`config.mk`:
```
export PLATFORM = sky130hd
export DESIGN_NAME = freq_cmd_decoder
export DESIGN_NICKNAME = d
export VERILOG_FILES = /design/src/rtl/freq_cmd_decoder.sv
export SDC_FILE = /design/constraint.sdc
export NUM_CORES = 1
export LEC_CHECK = 0
export BUFFER_PORTS_ARGS = -buffer_cell sky130_fd_sc_hd__clkbuf_2
export CAP_MARGIN = 0
export CORE_AREA = 3 3 137 126
export CTS_BUF_LIST = sky130_fd_sc_hd__clkbuf_16
export DETAILED_ROUTE_END_ITERATION = 8
export DIE_AREA = 0 0 140 129
export GPL_ROUTABILITY_DRIVEN = 0
export SLEW_MARGIN = 20
export SYNTH_ARGS = -nofsm -noshare
export SYNTH_HDL_FRONTEND = slang
export SYNTH_SLANG_ARGS = --single-unit
```
`constraint.sdc`:
```
create_clock -name sck -period 3.4 [get_ports sck]
set_clock_uncertainty 0.2 [all_clocks]
set_input_delay 0.68 -clock sck [delete_from_list [all_inputs] [get_ports sck]]
set_output_delay 0.68 -clock sck [all_outputs]
set_load 0.02 [all_outputs]
```
`src/rtl/freq_cmd_decoder.sv`:
```
// freq_cmd_decoder: assembles a framed I2C byte stream into an atomically updated 32-bit NCO tuning word
module freq_cmd_decoder #(
  parameter logic [7:0]  HEADER       = 8'hAA,
  parameter int          TIMEOUT_CYC  = 61440,
  parameter logic [31:0] DEFAULT_FREQ = 32'd0
) (
  input  logic        sck,
  input  logic        reset,
  input  logic [7:0]  data_wrt,
  input  logic        wrt_tick,
  output logic [31:0] frequency,
  output logic        freq_update,
  output logic        frame_error,
  output logic        busy,
  output logic [7:0]  good_frames
);
  typedef enum logic {IDLE, COLLECT} state_t;
  state_t state, state_nxt;
  logic ff1, ff2, ff3;
  logic [3:0] idx;
  logic [15:0] cnt;
  logic [31:8] shadow;
  logic strobe, last, tmo, commit, abort;
  assign strobe = ff2 & ~ff3;
  assign last = strobe && idx == 4'd9;
  assign tmo = !strobe && cnt == 16'(TIMEOUT_CYC - 1);
  always_ff @(posedge sck or posedge reset)
    if (reset) begin
      {ff1, ff2, ff3} <= 3'b000;
      state <= IDLE;
      idx <= '0;
      cnt <= '0;
      shadow <= '0;
      frequency <= DEFAULT_FREQ;
      freq_update <= 1'b0;
      frame_error <= 1'b0;
      busy <= 1'b0;
      good_frames <= '0;
    end else begin
      {ff1, ff2, ff3} <= {wrt_tick, ff1, ff2};
      state <= state_nxt;
      busy <= state_nxt == COLLECT;
      freq_update <= commit;
      frame_error <= abort;
      good_frames <= good_frames + 8'(commit);
      frequency <= commit ? {shadow, data_wrt} : frequency;
      cnt <= (state == COLLECT && !strobe) ? cnt + 16'd1 : 16'd0;
      if (state == IDLE && strobe && data_wrt == HEADER)
        idx <= 4'd1;
      else if (state == COLLECT && strobe)
        idx <= idx + 4'd1;
      if (abort)
        shadow <= '0;
      else if (state == COLLECT && strobe) begin
        if (idx == 4'd2) shadow[31:24] <= data_wrt;
        if (idx == 4'd5) shadow[23:16] <= data_wrt;
        if (idx == 4'd7) shadow[15:8] <= data_wrt;
      end
    end
  always_comb begin
    state_nxt = state;
    if (state == IDLE)
      state_nxt = (strobe && data_wrt == HEADER) ? COLLECT : IDLE;
    else
      state_nxt = (last || tmo) ? IDLE : COLLECT;
  end
  // a strobe on the timeout cycle suppresses the abort because tmo requires !strobe
  always_comb begin
    commit = state == COLLECT && last;
    abort = state == COLLECT && tmo;
  end
endmodule

```
==> impl_metrics.json <==
{
  "status": "completed",
  "p_leak_nw": 2.032,
  "reg2reg_depth": 8,
  "drv_slew": 0,
  "clk_latency_ns": 0.33,
  "cts_tree": "done",
  "min_from": "ff1",
  "htree_levels": 3,
  "max_stage_delay_ns": 0.47,
  "endpoint_kind": "flip-flop",
  "grt_use_total": 0.1025,
  "clk_path_buf_depth": 2,
  "async_reset_ff_frac": 1.000,
  "dr_wl_met3_um": 524,
  "syn-num-nets": 352,
  "core_um2": 15970,
  "dieArea_um2": 18060,
  "dr.max_layer_used": "met4",
  "synth_area_um2": 3935,
  "die_x_um": 140,
  "syn_avg_cell_area_um2": 11.75,
  "numPortBuffers": 53,
  "synth_cells": 335,
  "dieHeight_um": 129,
  "r2r-end": "good_frames[5]",
  "power_frac_comb": 0.116,
  "globalRoute.totalOverflow": 0,
  "synthTopCellsByCount": "dfrtp_1, nand3_1, mux2_2",
  "viasPerCell": 4.711,
  "rsz0062_at_grt": "false",
  "timing.hold.ws_ns": 0.1499,
  "path_clk_slew_ns": 0.06,
  "worstPathArrival_ns": 2.40,
  "cts_hold_buf": 0,
  "crit_chain": "buf_4, nand3b_1, buf_4, nor2_4, ha_1, and3_1, nand3_1, xnor2_1",
  "synth_edf_count": 0,
  "fmax_ghz": 0.4199,
  "start_util": 0.2465,
  "post_cts_resized": 0,
  "drive_above_1_share": 0.2964,
  "core.rowCount": 44,
  "drt_pass1_iterations": 5,
  "clkPwrFrac": 0.394,
  "slew-limit-headroom": 0.3757,
  "area_growth_pct": 19.90,
  "multi_input_area_um2": 1573,
  "whs_path_depth": 0,
  "post_cts_buffers": 0,
  "yosysWarnings": 0,
  "wl_per_cell_um": 15.19,
  "synth.distinct_cells": 38,
  "m1WireLength_um": 4019,
  "worstSetupPathType": "reg2reg",
  "power_mw": 2.431,
  "synth_seq_area_share": 0.5723,
  "cts_root_buf": "clkbuf_16",
  "fin_crit_sh": 0.7004,
  "internal-power_mw": 1.791,
  "fillers": 1646,
  "met2_wirelength_um": 4308,
  "hp-class": "reg2reg",
  "required_ns": 3.42,
  "wirelength_um": 9037,
  "setup_tns_ns": 0,
  "synth-seq-cells": 90,
  "synth.largest_area_cell": "dfrtp_1",
  "antenna_cells": 0,
  "worst_pin_slew_ns": 0.9365,
  "drv_cap": 0,
  "synth_area_leaders": "dfrtp_1, mux2_2, nand3_1, a22oi_1, o21ai_0",
  "synth.most_common_cell": "dfrtp_1",
  "power.switching_mw": 0.6399,
  "powerDensity_nw_per_um2": 515.1,
  "final_nets": 400,
  "hold_viol_final": 0,
  "drt_iter0_drc": 166,
  "hold_path_end": "ff2",
  "place.detailed.hpwl_um": 6366,
  "crit_path_frequent_cell": "buf_4",
  "critPathSlowestCell": "nor2_4",
  "cts_made_buffers": 9,
  "grt_first_pass_wirelength_um": 15070,
  "ff_latch_area_um2": 2252,
  "cp_max_fo": 24,
  "grt_max_degree": 47,
  "p_sw_frac": 0.2633,
  "setup_viol_count_final": 0,
  "synth_top_area_share": 0.5723,
  "grt_pass1_vias": 2790,
  "clock_sinks": 90,
  "antenna_found_initial": 0,
  "rrSetupSlack_ns": 1.02,
  "ios": 54,
  "ir_worst_vdd_uv": 288.4,
  "period_minus_slack_ns": 2.381,
  "r2r_start": "state",
  "vias": 2803,
  "p_seq_frac": 0.489,
  "drc": 0,
  "synth_flop_cell": "dfrtp_1",
  "start_kind": "flip-flop",
  "postRouteAntennaNets": 0
}
==> kinds of logic (layout without fill, tap and decap cells) <==
family                   after synthesis  after routing  share of synthesized area
buffers and inverters                 30             83                    0.03211
flip-flops                            90             90                     0.5723
AND/OR/NAND/NOR                       96             96                     0.1475
XOR/XNOR                              10             10                    0.02226
adder cells (fa/ha/maj)                6              6                    0.01908
multiplexers                          36             36                     0.1018
AO/OA/AOI/OAI                         67             67                     0.1049
==> worst max path at each step <==
stage | slack, ns | start | endpoint | depth (start not counted)
6_report | 1.02 | state | good_frames[5] | 8
5_1_grt | 0.84 | state | good_frames[6] | 8
2_1_floorplan | 0.18 | reset | cnt[0] | 1
3_3_place_gp | 1.08 | data_wrt[5] | idx[1] | 4
4_1_cts | 1.00 | state | good_frames[6] | 8
3_5_place_dp | 1.02 | data_wrt[6] | idx[1] | 4
==> layer usage <==
layer | up-vias | track usage
li1 | 1329 | -
met3 | 7 | 0.02081
met5 | - | 0
met2 | 78 | 0.1553
met4 | 0 | 0.04387
met1 | 1389 | 0.1433
==> cell type report <==
cell class	count	area share
flip-flops and latches	90	0.4773
multi-input cells	215	0.3333
repair buffers	60	0.06736
well taps	207	0.05489
clock buffers	9	0.04773
clock inverters	7	0.01352
inverters	7	0.005834
==> state kept, by name (all words and copies together) (netlist names) <==
| signal | count |
|---|---|
| ff3 | 1 |
| frame_error | 1 |
| ff1 | 1 |
| state | 1 |
| ff2 | 1 |
| shadow | 24 |
| idx | 4 |
| freq_update | 1 |
| frequency | 32 |
| cnt | 16 |
| good_frames | 8 |
==> layout by cell type, fill, tap and decap left out, types with 2 or more instances in the layout <==
cell / instances
a21oi_1: 8
a22oi_1: 24
and3_1: 3
and3b_1: 3
buf_4: 7
clkbuf_16: 9
clkbuf_2: 53
clkinvlp_4: 3
dfrtp_1: 90
ha_1: 6
inv_1: 9
mux2_2: 32
mux2i_1: 4
nand2_1: 8
nand2b_1: 3
nand3_1: 39
nand3b_1: 8
nand4_1: 3
nand4bb_1: 2
nor2_1: 5
nor4_1: 5
o21ai_0: 28
o22ai_1: 2
o31ai_1: 4
or3_1: 2
or3_2: 2
or4_1: 2
or4_2: 2
xnor2_1: 5
xor2_1: 5
==> worst max-delay path: cells and delay by family (launching register included) <==
| kind | cells | cell delay [ns] |
|---|---|---|
| buf+inv | 2 | 0.42 |
| fa+ha+maj | 1 | 0.28 |
| xor+xnor | 1 | 0.14 |
| simple gates | 4 | 0.90 |
| flops | 1 | 0.33 |
==> through the flow <==
| stage | setup WS, ns | util | std cells | instance area, um2 |
|---|---|---|---|---|
| after floorplan | 0.1847 | - | 335 | 3935 |
| final | 1.019 | 0.2955 | 595 | 4718 |
| after CTS | 1.004 | 0.2955 | 595 | 4718 |
| after global routing | 0.8387 | 0.2955 | 595 | 4718 |
| after global placement | 1.083 | 0.2774 | 579 | 4429 |
| after detailed placement | 1.019 | 0.2774 | 579 | 4429 |
==> power by group through the flow <==
stage	registers, mW	logic [mW]	clock network [mW]
floorplan	1.20	0.206	0
global placement	1.20	0.276	0
detailed placement	1.21	0.284	0
CTS	1.19	0.286	0.985
global route	1.20	0.323	1.03
finish	1.19	0.282	0.958
Note: power is estimated with default switching activity, not from simulation.
